<file path="src/rtl/mem_arb_pkg.sv">
// Shared encodings and default widths for the RAM port arbiter between fetch
// and the memory stage.
package mem_arb_pkg;

    localparam int unsigned DEF_DATA_W = 16;
    localparam int unsigned DEF_ADDR_W = 12;

    typedef enum logic [2:0] {
        OP_NONE  = 3'b000,
        OP_LOAD  = 3'b001,
        OP_STORE = 3'b010,
        OP_PUSH2 = 3'b011,
        OP_POP2  = 3'b100
    } mem_op_e;

    typedef enum logic [2:0] {
        ST_IDLE,
        ST_LD_WAIT,
        ST_PUSH_LO,
        ST_POP_HI,
        ST_POP_WAIT
    } arb_state_e;

endpackage

</file>
<file path="src/rtl/mem_port_arbiter_if.sv">
// Bundle of fetch, memory-stage and RAM-side signals around the shared RAM port.
// The arbiter takes the slave view; the surrounding pipeline/RAM takes master.
interface mem_port_arbiter_if
    import mem_arb_pkg::*;
#(
    parameter int unsigned DATA_W = DEF_DATA_W,
    parameter int unsigned ADDR_W = DEF_ADDR_W
);

    logic [ADDR_W-1:0]   if_addr;
    logic                if_grant;
    logic                if_valid;
    logic [DATA_W-1:0]   if_rdata;

    logic [2:0]          mem_op;
    logic [ADDR_W-1:0]   mem_addr;
    logic [2*DATA_W-1:0] mem_wdata;
    logic                mem_stall;
    logic                mem_done;
    logic [2*DATA_W-1:0] mem_rdata;

    logic [ADDR_W-1:0]   ram_addr;
    logic                ram_we;
    logic [DATA_W-1:0]   ram_wdata;
    logic [DATA_W-1:0]   ram_rdata;

    modport slave (
        input  if_addr, mem_op, mem_addr, mem_wdata, ram_rdata,
        output if_grant, if_valid, if_rdata, mem_stall, mem_done, mem_rdata,
               ram_addr, ram_we, ram_wdata
    );

    modport master (
        output if_addr, mem_op, mem_addr, mem_wdata, ram_rdata,
        input  if_grant, if_valid, if_rdata, mem_stall, mem_done, mem_rdata,
               ram_addr, ram_we, ram_wdata
    );

endinterface

</file>
<file path="src/rtl/mem_port_arbiter.sv">
// Single synchronous-read RAM port shared by fetch and the memory stage; the
// memory stage always wins, fetch only gets the port when it would be idle.
module mem_port_arbiter
    import mem_arb_pkg::*;
#(
    parameter int unsigned DATA_W = DEF_DATA_W,
    parameter int unsigned ADDR_W = DEF_ADDR_W
) (
    input  logic              clk,
    input  logic              rst,
    mem_port_arbiter_if.slave bus
);

    arb_state_e          state;
    arb_state_e          state_next;
    logic [DATA_W-1:0]   low_reg;
    logic                if_valid_q;

    logic                grant;
    logic                we;
    logic [ADDR_W-1:0]   addr;
    logic [DATA_W-1:0]   wdata;
    logic                stall;
    logic                done;
    logic [2*DATA_W-1:0] rdata;

    always_ff @(posedge clk or negedge rst) begin
        if (!rst) begin
            state      <= ST_IDLE;
            low_reg    <= '0;
            if_valid_q <= 1'b0;
        end else begin
            state      <= state_next;
            if_valid_q <= grant;
            if (state == ST_POP_HI)
                low_reg <= bus.ram_rdata;
        end
    end

    // mem_op is only decoded in IDLE; later states run purely on state so a
    // changed op mid-sequence is ignored. Everything is held quiet in reset.
    always_comb begin
        state_next = state;
        grant      = 1'b0;
        we         = 1'b0;
        addr       = bus.if_addr;
        wdata      = bus.mem_wdata[DATA_W-1:0];
        stall      = 1'b0;
        done       = 1'b0;
        rdata      = '0;
        if (rst) begin
            unique case (state)
                ST_IDLE: begin
                    case (bus.mem_op)
                        OP_STORE: begin
                            we   = 1'b1;
                            addr = bus.mem_addr;
                            done = 1'b1;
                        end
                        OP_LOAD: begin
                            addr       = bus.mem_addr;
                            stall      = 1'b1;
                            state_next = ST_LD_WAIT;
                        end
                        OP_PUSH2: begin
                            we         = 1'b1;
                            addr       = bus.mem_addr;
                            wdata      = bus.mem_wdata[2*DATA_W-1:DATA_W];
                            stall      = 1'b1;
                            state_next = ST_PUSH_LO;
                        end
                        OP_POP2: begin
                            addr       = bus.mem_addr;
                            stall      = 1'b1;
                            state_next = ST_POP_HI;
                        end
                        default: grant = 1'b1;
                    endcase
                end
                ST_LD_WAIT: begin
                    grant      = 1'b1;
                    done       = 1'b1;
                    rdata      = {{DATA_W{1'b0}}, bus.ram_rdata};
                    state_next = ST_IDLE;
                end
                ST_PUSH_LO: begin
                    we         = 1'b1;
                    addr       = bus.mem_addr - ADDR_W'(1);
                    done       = 1'b1;
                    state_next = ST_IDLE;
                end
                ST_POP_HI: begin
                    addr       = bus.mem_addr + ADDR_W'(1);
                    stall      = 1'b1;
                    state_next = ST_POP_WAIT;
                end
                ST_POP_WAIT: begin
                    grant      = 1'b1;
                    done       = 1'b1;
                    rdata      = {bus.ram_rdata, low_reg};
                    state_next = ST_IDLE;
                end
                default: state_next = ST_IDLE;
            endcase
        end
    end

    assign bus.if_grant  = grant;
    assign bus.if_valid  = if_valid_q;
    assign bus.if_rdata  = bus.ram_rdata;
    assign bus.mem_stall = stall;
    assign bus.mem_done  = done;
    assign bus.mem_rdata = rdata;
    assign bus.ram_addr  = addr;
    assign bus.ram_we    = we;
    assign bus.ram_wdata = wdata;

endmodule

</file>
<file path="src/flat_wrapper.sv">
// flat-port wrapper written by rule: the top's interface ports become plain ports
module mem_port_arbiter_flat import mem_arb_pkg::*;
#(
    parameter int unsigned DATA_W = DEF_DATA_W,
    parameter int unsigned ADDR_W = DEF_ADDR_W
)
  (clk, rst, bus_if_addr, bus_mem_op, bus_mem_addr, bus_mem_wdata, bus_ram_rdata, bus_if_grant, bus_if_valid, bus_if_rdata, bus_mem_stall, bus_mem_done, bus_mem_rdata, bus_ram_addr, bus_ram_we, bus_ram_wdata);
  mem_port_arbiter_if #(.DATA_W(DATA_W), .ADDR_W(ADDR_W)) bus_i ();
  input  logic clk;
  input  logic rst;
  input wire logic [$bits(bus_i.if_addr)-1:0] bus_if_addr;
  input wire logic [$bits(bus_i.mem_op)-1:0] bus_mem_op;
  input wire logic [$bits(bus_i.mem_addr)-1:0] bus_mem_addr;
  input wire logic [$bits(bus_i.mem_wdata)-1:0] bus_mem_wdata;
  input wire logic [$bits(bus_i.ram_rdata)-1:0] bus_ram_rdata;
  output wire logic [$bits(bus_i.if_grant)-1:0] bus_if_grant;
  output wire logic [$bits(bus_i.if_valid)-1:0] bus_if_valid;
  output wire logic [$bits(bus_i.if_rdata)-1:0] bus_if_rdata;
  output wire logic [$bits(bus_i.mem_stall)-1:0] bus_mem_stall;
  output wire logic [$bits(bus_i.mem_done)-1:0] bus_mem_done;
  output wire logic [$bits(bus_i.mem_rdata)-1:0] bus_mem_rdata;
  output wire logic [$bits(bus_i.ram_addr)-1:0] bus_ram_addr;
  output wire logic [$bits(bus_i.ram_we)-1:0] bus_ram_we;
  output wire logic [$bits(bus_i.ram_wdata)-1:0] bus_ram_wdata;
  assign bus_i.if_addr = bus_if_addr;
  assign bus_i.mem_op = bus_mem_op;
  assign bus_i.mem_addr = bus_mem_addr;
  assign bus_i.mem_wdata = bus_mem_wdata;
  assign bus_i.ram_rdata = bus_ram_rdata;
  assign bus_if_grant = bus_i.if_grant;
  assign bus_if_valid = bus_i.if_valid;
  assign bus_if_rdata = bus_i.if_rdata;
  assign bus_mem_stall = bus_i.mem_stall;
  assign bus_mem_done = bus_i.mem_done;
  assign bus_mem_rdata = bus_i.mem_rdata;
  assign bus_ram_addr = bus_i.ram_addr;
  assign bus_ram_we = bus_i.ram_we;
  assign bus_ram_wdata = bus_i.ram_wdata;
  mem_port_arbiter #(.DATA_W(DATA_W), .ADDR_W(ADDR_W)) u_core (.clk(clk), .rst(rst), .bus(bus_i));
endmodule
</file>
<file path="config.mk">
export PLATFORM = sky130hd
export DESIGN_NAME = mem_port_arbiter_flat
export DESIGN_NICKNAME = d
export VERILOG_FILES = /design/src/rtl/mem_arb_pkg.sv /design/src/rtl/mem_port_arbiter_if.sv /design/src/rtl/mem_port_arbiter.sv /design/src/flat_wrapper.sv
export SDC_FILE = /design/constraint.sdc
export NUM_CORES = 1
export LEC_CHECK = 0
export ABC_AREA = 1
export BUFFER_PORTS_ARGS = -buffer_cell sky130_fd_sc_hd__buf_4
export CORE_MARGIN = 1.5
export CORE_UTILIZATION = 44
export DETAILED_ROUTE_END_ITERATION = 12
export PLACE_DENSITY = 0.82
export SKIP_CTS_REPAIR_TIMING = 1
export SLEW_MARGIN = 20
export SYNTH_ARGS = -nofsm -noshare
export SYNTH_HDL_FRONTEND = slang
export SYNTH_SLANG_ARGS = --single-unit
</file>
<file path="constraint.sdc">
create_clock -name clk -period 3.4 [get_ports clk]
set_input_delay 0.17 -clock clk [delete_from_list [all_inputs] [get_ports clk]]
set_output_delay 0.17 -clock clk [all_outputs]
set_load 0.005 [all_outputs]
</file>
==> results of run 1 <==
## cell usage in the layout (no fill, tap or decap), types with 2 or more instances in the layout
cell type    n
inv_1       45
buf_4      158
nand2_2      2
dfrtp_1     20
o21ai_0     24
nand2_1    176
nand4_1      5
a31oi_1      3
inv_2        4
o211ai_1     4
nor3_1       2
nand3_1     23
ha_1        10
a21oi_1     26
bufinv_8     2
nor2_1      32
nor2_4       4
clkbuf_8     3
a21o_1       2
o22ai_1      2
## routing by layer
layer  vias to the layer above  wire length, microns  part of all wire  GRT usage
li1                       1610                     -                 -          -
met2                       149                  3710              0.48      0.433
met5                         -                     0                 0          0
met4                         0                   178             0.023     0.0946
met3                        12                   664             0.086     0.0523
met1                      1396                  3150              0.41      0.281
## area by class of cell
| cell class | count | share of cell area |
|---|---|---|
| multi-input combinational | 326 | 0.431 |
| timing repair buffer | 159 | 0.327 |
| sequential | 20 | 0.137 |
| inverter | 52 | 0.0612 |
| tap | 72 | 0.0246 |
| clock buffer | 3 | 0.0113 |
| clock inverter | 1 | 0.00820 |
## critical path: cells and delay by family, from the launching register on
family                     cells  cell delay (ps)
and+or+nand+nor                7              800
adders and majority gates      1              480
DFF                            1              420
AOI/OAI and AO/OA              1              380
buffers and inverters          2              370
## per-stage QoR
| stage | utilization | cell area (sq um) | hold slack (ps) | power (uW) | setup slack (ps) |
|---|---|---|---|---|---|
| 3_5_place_dp | 0.654 | 3580 | 115 | 1750 | 850 |
| 4_1_cts | 0.667 | 3650 | -162 | 1980 | 560 |
| 2_1_floorplan | - | 2490 | -126 | 1260 | 913 |
| 6_report | 0.669 | 3660 | 219 | 1980 | 530 |
| 3_3_place_gp | 0.654 | 3580 | 110 | 1720 | 910 |
| 5_1_grt | 0.669 | 3660 | 223 | 2170 | 306 |
## power by group through the flow
stage,Combinational (uW),Sequential [uW],Clock [uW]
after floorplan,841,415,0
after global placement,1300,423,0
after detailed placement,1320,427,0
after CTS,1330,424,235
after global routing,1470,444,249
final,1320,425,230
## path summary, 6_finish.rpt
path	from	to	slack, ps	depth (start not counted)
min in group asynchronous	rst	u_core.low_reg[3]$_DFFE_PN0P_	390	2
max	u_core.state[2]$_DFFE_PN0P_	bus_ram_addr[8]	530	11
max in group asynchronous	rst	u_core.low_reg[10]$_DFFE_PN0P_	2720	2
max reg2reg	u_core.state[0]$_DFFE_PN0P_	u_core.bus.if_valid$_DFF_PN0_	1780	4
min	bus_ram_rdata[0]	u_core.low_reg[0]$_DFFE_PN0P_	220	3
min reg2reg	u_core.low_reg[7]$_DFFE_PN0P_	u_core.low_reg[7]$_DFFE_PN0P_	490	2
## cell families (layout without fill, tap and decap cells)
family,after synthesis,count (layout),synth area share
AOI/OAI and AO/OA,66,66,0.151
xor gates and xnor gates,1,1,0.00351
adders and majority gates,11,11,0.0582
buffers and inverters,80,215,0.166
DFF,20,20,0.201
and+or+nand+nor,248,248,0.421
==> results.md, run 1 <==
- Period utilisation layout: 0.844
- Most frequent cell after synthesis: nand2_1
- First-pass GRT wire length: 12,300 microns
- Initial Util: 0.455
- CTS Buffer Depth: 2
- Worst path cell trace: bufinv_8 -> nand3_2 -> ha_1 -> nand2_1 -> o21ai_0 -> nand4_1 -> nand2_1 -> nand2_1 -> nand3_1 -> nand3_1 -> buf_4
- Comb pwr share: 0.668
- Drt via density: 5.00
- Multi-input logic area: 1580 sq um
- CP endpoint kind: output pin
- Flops & latches, synth: 20
- Antenna Nets Post-Route: 0
- Post-synth top flop: dfrtp_1
- Initial antenna violation count: 0
- Share of the synthesized area in the top cell type: 0.265
- P_sw: 874 uW
- Clk_skew: 7.77 ps
- Min cycle time layout: 2870 ps
- Core Rows: 27
- DIE WIDTH: 78.3 microns
- Fillers: 530
- Max Freq: 0.348 GHz
- Synth cell count leaders: 176 x nand2_1, 45 x inv_1, 32 x nor2_1
- Post-Synthesis Mean Instance Area: 5.85 sq um
- Fraction of power spent switching nets: 0.442
- Post-Syn Instances: 426
- Max-slew violation count: 0
- Post-placement cell count: 628
- Proportion of power drawn by flip-flops and latches: 0.215
- Final #Nets: 650
- Final hold vios: 0
- Max reg flops: 16
- Final setup violation count: 0
- Die span in y: 78.3 microns
- Vias in the first global route: 2,822
- Startpoint types: register
- CTS tree: done
- Post-synth EDFFs: 0
- Congestion Overflow GR: 0
- H-tree Lvls: 1
- Top cells by area, synth: nand2_1 27%, dfrtp_1 20%, inv_1 6.8%
- First drt pass iteration count: 5
- IO buf count: 157
- Drt initial violations: 156
- Slowest cell on the critical path: ha_1
- Layout cells sized above 1: 0.323
- DIE AREA: 6130 sq um
- Root Driver: clkbuf_8
- Critical path fanouts, max: 12
- Clk sink count: 20
- Layout Cells excl Fill: 633
- Routed length per instance: 12.2 microns
- Vias post-DR: 3,167
- RSZ-0062 raised after global routing: false
- Crit-path max cell delay: 480 ps
- Synth cell types: 35
- Most used cell along the critical path: nand2_1
- Max-slew headroom: 0.395
- Clk slew on worst S/H paths: 80 ps
- Post-Syn Area: 2490 sq um
- Largest area contributor in the netlist: nand2_1
- Status: finished clean
- Setup tns final: 0 ps
- FF/Latch Area: 500 sq um
- Pwr Density: 540 nW/um^2
- Tot GR Track Use: 0.242
- Antenna cell count: 0
- Total core area: 5470 sq um
- VDD IR-drop max: 279 uV
- Data arrival time of the critical path: 2700 ps
- GPL Wtd Cong: 0.899
- Ys Warns: 0
- P_leak: 0.00210 uW
- Synthesis-to-finish area growth: 46.9%
- Worst-skew pair later-pin latency: 250 ps
- Post-synth ARST share: 1.00
- Syn nets: 514
- Clock power share: 0.116
- Post-DP HPWL: 6290 microns
- Cts bufs inserted: 3
- DRC viols: 0
- Routed WL: 7710 microns
- Seq/Total Area, Yosys: 0.201
- HP Class: in2reg
- Worst slew pin tran: 907 ps
- P_int: 1100 uW
- Top Ports: 158
- CP Class: reg2out
- Max-cap violations: 0
- Worst path required time: 3230 ps
- Pin count of the biggest net entering global routing: 34
Power figures use the tool's default switching activity.
==> run 2, diff against run 1 <==
Clock period 3.4 ns to 2.95 ns, I/O delays scaled along.
==> run 2 against run 1 <==
Net effect:
- design area down 0.41%
- critical path depth unchanged
- sequential share of layout area up 0.056 points
- core utilization down 0.27 points
- combinational power up 16%
- power up 11%
- routed wire length up 0.32%
- clock skew up 0.77 ps
- flip-flop and latch count unchanged
- largest cell class unchanged
- highest routed layer unchanged
==> results.md, run 2 (synthesized netlist as in run 1, its figures left out) <==
- Initial Util: 0.455
- Critical path fanouts, max: 13
- Final hold vios: 0
- Worst path cell trace: bufinv_8 -> nand3_2 -> ha_1 -> nand2_1 -> o21ai_1 -> nand4_1 -> nand2_1 -> nand2_1 -> nand3_1 -> nand3_1 -> buf_4
- Hold Path End: u_core.low_reg[12]$_DFFE_PN0P_
- Worst R2R End: u_core.bus.if_valid$_DFF_PN0_
- Top Family by Delay on Critical Path: simple AND/OR/NAND/NOR gates
- CP Class: reg2out
- First drt pass iteration count: 4
- Cts bufs inserted: 3
- Min cycle time layout: 2750 ps
- GPL Wtd Cong: 0.974
- R2R Setup Slk: 1350 ps
- Final #Nets: 652
- Routed met1 length: 3150 microns
- Crit-path max cell delay: 490 ps
- Post-placement cell count: 630
- Layout cells sized above 1: 0.324
- Antenna Nets Post-Route: 0
- Worst path required time: 2800 ps
- Tot GR Track Use: 0.248
- Max-slew headroom: 0.502
- CTS tree: done
- Layout Cells excl Fill: 634
- Max-cap violations: 0
- Pwr Density: 600 nW/um^2
- Total core area: 5470 sq um
- Clk_skew: 8.54 ps
- CTS Buffer Depth: 2
- Congestion Overflow GR: 0
- Antenna cell count: 0
- Top sig layer: met4
- Initial antenna violation count: 0
- Min-delay src: bus_ram_rdata[12]
- DRC viols: 0
- Routed WL: 7740 microns
- Setup tns final: 0 ps
- Final setup violation count: 0
- Slowest cell on the critical path: ha_1
- DIE AREA: 6130 sq um
- Clk sink count: 20
- Multi-input logic area: 1580 sq um
- Met2 wire len: 3890 microns
- Most used cell along the critical path: nand2_1
- FF-to-FF Start: u_core.state[0]$_DFFE_PN0P_
- Max reg flops: 16
- DIE WIDTH: 78.3 microns
- Startpoint types: register
- Pin count of the biggest net entering global routing: 33
- Drt initial violations: 140
- RSZ-0062 raised after global routing: false
- R2R cell count: 4
- Max Freq: 0.363 GHz
- Hold Path Cell Cnt: 3
- P_leak: 0.00209 uW
- Worst slew pin tran: 745 ps
- Top Ports: 158
- FF/Latch Area: 500 sq um
- Clk slew on worst S/H paths: 70 ps
- Overall Power: 2190 uW
- Core Rows: 27
- Root Driver: clkbuf_8
- Fillers: 523
- Period utilisation layout: 0.933
- CP endpoint kind: output pin
- WL met3: 624 microns
- First-pass GRT wire length: 12,600 microns
- Post-DP HPWL: 6300 microns
- Data arrival time of the critical path: 2610 ps
- Routed length per instance: 12.2 microns
- VDD IR-drop max: 280 uV
- Status: finished clean
- Synthesis-to-finish area growth: 46.3%
- H-tree Lvls: 1
- Vias in the first global route: 2,859
- Commonest non-fill, non-tap cell in the layout: nand2_1
- Max-slew violation count: 0
- WP buf/inv: 2
- Vias post-DR: 3,177
- HP Class: in2reg
- Crit path launch: u_core.state[2]$_DFFE_PN0P_
- Commonest non-fill, non-tap cells in the layout: 176 x nand2_1, 160 x buf_4, 45 x inv_1, 32 x nor2_1, 26 x a21oi_1
- Worst-skew pair later-pin latency: 250 ps
- Die span in y: 78.3 microns
- Drt via density: 5.01
- IO buf count: 157
-- run 2: cell count changes in the layout (fill, tap and decap cells not counted) --
cell and change:
bufinv_16 -1, o21ai_0 -1, o21ai_1 +1, buf_4 +2
-- run 2: metrics by stage --
stage	util	hold WS, ps	instance area (sq um)	setup slack [ps]
after floorplan	-	-148	2490	486
after global placement	0.657	185	3590	483
after detailed placement	0.657	191	3590	406
after CTS	0.664	-81.0	3640	112
after global routing	0.666	204	3650	12.0
final	0.666	199	3650	197
-- run 2: routing by layer --
layer,track usage,vias to the layer above
met3,0.0395,8
met2,0.469,146
met5,0,-
met1,0.292,1414
li1,-,1609
met4,0.0518,0
-- run 2: how the worst max path moves through the flow --
| stage | end | depth (start not counted) |
|---|---|---|
| floorplan | bus_ram_addr[8] | 11 |
| global placement | bus_ram_addr[8] | 11 |
| detailed placement | bus_ram_addr[8] | 11 |
| CTS | bus_ram_addr[8] | 11 |
| global route | bus_ram_addr[6] | 11 |
| finish | bus_ram_addr[8] | 11 |
-- run 2: worst register-to-register path, stage by stage (launching register included) --
cell,delay (ps)
dfrtp_1,410
bufinv_8,220
nor3_4,580
nor3_1,110
nor2_1,180
-- run 2: cell type report --
cell class	instances	area share
Sequential cell	20	0.137
Inverter	52	0.0614
Multi-Input combinational cell	326	0.433
Clock buffer	3	0.0113
Timing Repair Buffer	161	0.332
Tap cell	72	0.0247
-- run 2: power breakdown --
| part | switching, uW | internal (uW) |
|---|---|---|
| logic | 842 | 685 |
| clock network | 80.1 | 90.6 |
| registers | 81.2 | 407 |
==> run 3, diff against run 2 <==
Settings changed: BUFFER_PORTS_ARGS -buffer_cell sky130_fd_sc_hd__buf_4 to not set, CORE_UTILIZATION 44 to 65, DONT_BUFFER_PORTS set to 1, PLACE_DENSITY 0.82 to 0.81.
==> run 3 against run 2 <==
Net effect:
- core utilization shrank 0.46 points
- critical path depth is 1 lower
- power down 18%
- flip-flop and latch count is the same
- register-to-register slack about the same
- non-clock buffer count is 159 lower
- clock skew is 1.9 ps lower
- combinational power is 25% lower
- sequential power hardly changed
- design area fell by 34%
- routed wire length decreased by 18%
- critical path type unchanged
- setup slack better by 64 ps
==> results.md, run 3 (synthesized netlist as in run 1, its figures left out) <==
- Worst slew pin tran: 886 ps
- VDD IR-drop max: 432 uV
- Antenna Nets Post-Route: 0
- Max-slew headroom: 0.407
- Worst path required time: 2800 ps
- Status: finished clean
- FF/Latch Area: 500 sq um
- First drt pass iteration count: 4
- CTS Buffer Depth: 2
- Post-DP HPWL: 4940 microns
- Initial antenna violation count: 0
- Synthesis-to-finish area growth: -2.81%
- Startpoint types: register
- RSZ-0062 raised after global routing: false
- Core Rows: 22
- Worst setup margin: 261 ps
- Clk_skew: 6.64 ps
- Dpl ws: 538 ps
- Commonest non-fill, non-tap cell in the layout: nand2_1
- Top Ports: 158
- Pwr Density: 744 nW/um^2
- Routed WL: 6340 microns
- CP endpoint kind: output pin
- CTS tree: done
- Overall Power: 1800 uW
- Congestion Overflow GR: 0
- GPL Wtd Cong: 0.957
- Clk slew on worst S/H paths: 70 ps
- Max-slew violation count: 0
- Tot GR Track Use: 0.288
- Worst-skew pair later-pin latency: 260 ps
- DIE WIDTH: 64.9 microns
- Routed length per instance: 14.0 microns
- Cts bufs inserted: 3
- DRC viols: 0
- Fin Hold WS: 62.0 ps
- H-tree Lvls: 1
- DIE AREA: 4210 sq um
- Root Driver: clkbuf_8
- HP Class: in2reg
- Vias in the first global route: 2,050
- Most used cell along the critical path: nand2_1
- Placed Area: 2370 sq um
- Max Freq: 0.372 GHz
- Drt via density: 5.69
- Die span in y: 64.9 microns
- Clk sink count: 20
- P_leak: 0.00130 uW
- Fillers: 369
- Period utilisation layout: 0.911
- IO buf count: 0
- Setup tns final: 0 ps
- CP Class: reg2out
- Final setup violation count: 0
- Slowest cell on the critical path: ha_1
- Critical path fanouts, max: 13
- Antenna cell count: 0
- First-pass GRT wire length: 9580 microns
- Crit-path max cell delay: 470 ps
- Multi-input logic area: 1580 sq um
- Worst path cell trace: bufinv_8 -> nand3_2 -> ha_1 -> nand2_1 -> o21ai_0 -> nand4_1 -> nand2_1 -> nand2_1 -> nand3_1 -> nand3_1
- Initial Util: 0.681
- Max reg flops: 16
- Commonest non-fill, non-tap cells in the layout: 176 x nand2_1, 45 x inv_1, 32 x nor2_1, 26 x a21oi_1, 24 x o21ai_0
- Drt initial violations: 165
- Final hold vios: 0
- Data arrival time of the critical path: 2540 ps
- Layout cells sized above 1: 0.0571
- Pin count of the biggest net entering global routing: 33
- Max-cap violations: 0
- Min cycle time layout: 2690 ps
- Final #Nets: 493
- Total core area: 3660 sq um
- Vias post-DR: 2,564
- Final instance area: 2420 sq um
==> run 3: cell count changes in the layout (fill, tap and decap cells not counted) <==
cell     change
o21ai_1      -1
buf_4      -159
o21ai_0      +1
==> run 3: critical path: cells and delay by family (launching register included) <==
family | cells | cell delay, ps
AND/OR/NAND/NOR | 7 | 830
flip-flops | 1 | 410
adder cells (fa/ha/maj) | 1 | 470
buffers and inverters | 1 | 220
AO/OA/AOI/OAI | 1 | 360
==> run 3: worst paths after layout <==
path	cells past startpoint	from	slack, ps	endpoint
hold reg to reg	2	u_core.low_reg[9]$_DFFE_PN0P_	490	u_core.low_reg[9]$_DFFE_PN0P_
setup / recovery	10	u_core.state[2]$_DFFE_PN0P_	260	bus_ram_addr[8]
hold / removal	2	bus_ram_rdata[2]	60	u_core.low_reg[2]$_DFFE_PN0P_
setup reg to reg	4	u_core.state[0]$_DFFE_PN0P_	1360	u_core.bus.if_valid$_DFF_PN0_
max in group asynchronous	1	rst	1940	u_core.low_reg[14]$_DFFE_PN0P_
min in group asynchronous	1	rst	460	u_core.low_reg[3]$_DFFE_PN0P_
==> run 3: area by class of cell <==
type                            count  area share
Inverter                           52      0.0925
Multi-Input combinational cell    326       0.652
Timing Repair Buffer                2     0.00723
Tap cell                           48      0.0248
Sequential cell                    20       0.207
Clock buffer                        3      0.0170
==> run 3: per-stage QoR <==
stage	std cells	util
3_3_place_gp	447	0.648
5_1_grt	451	0.662
4_1_cts	450	0.659
2_1_floorplan	426	-
3_5_place_dp	447	0.648
6_report	451	0.662
==> run 3: power by group <==
group	switching, uW	internal, uW	total (uW)	leakage [uW]
clock network	82.8	90.8	174	0.0000216
logic	749	393	1140	0.00104
registers	80.3	407	488	0.000248
==> run 3: layer usage <==
metal / global-route usage / wire length, microns
met3: 0.0417 / 487
met1: 0.367 / 2610
met5: 0 / 0
met4: 0.106 / 139
met2: 0.494 / 3100
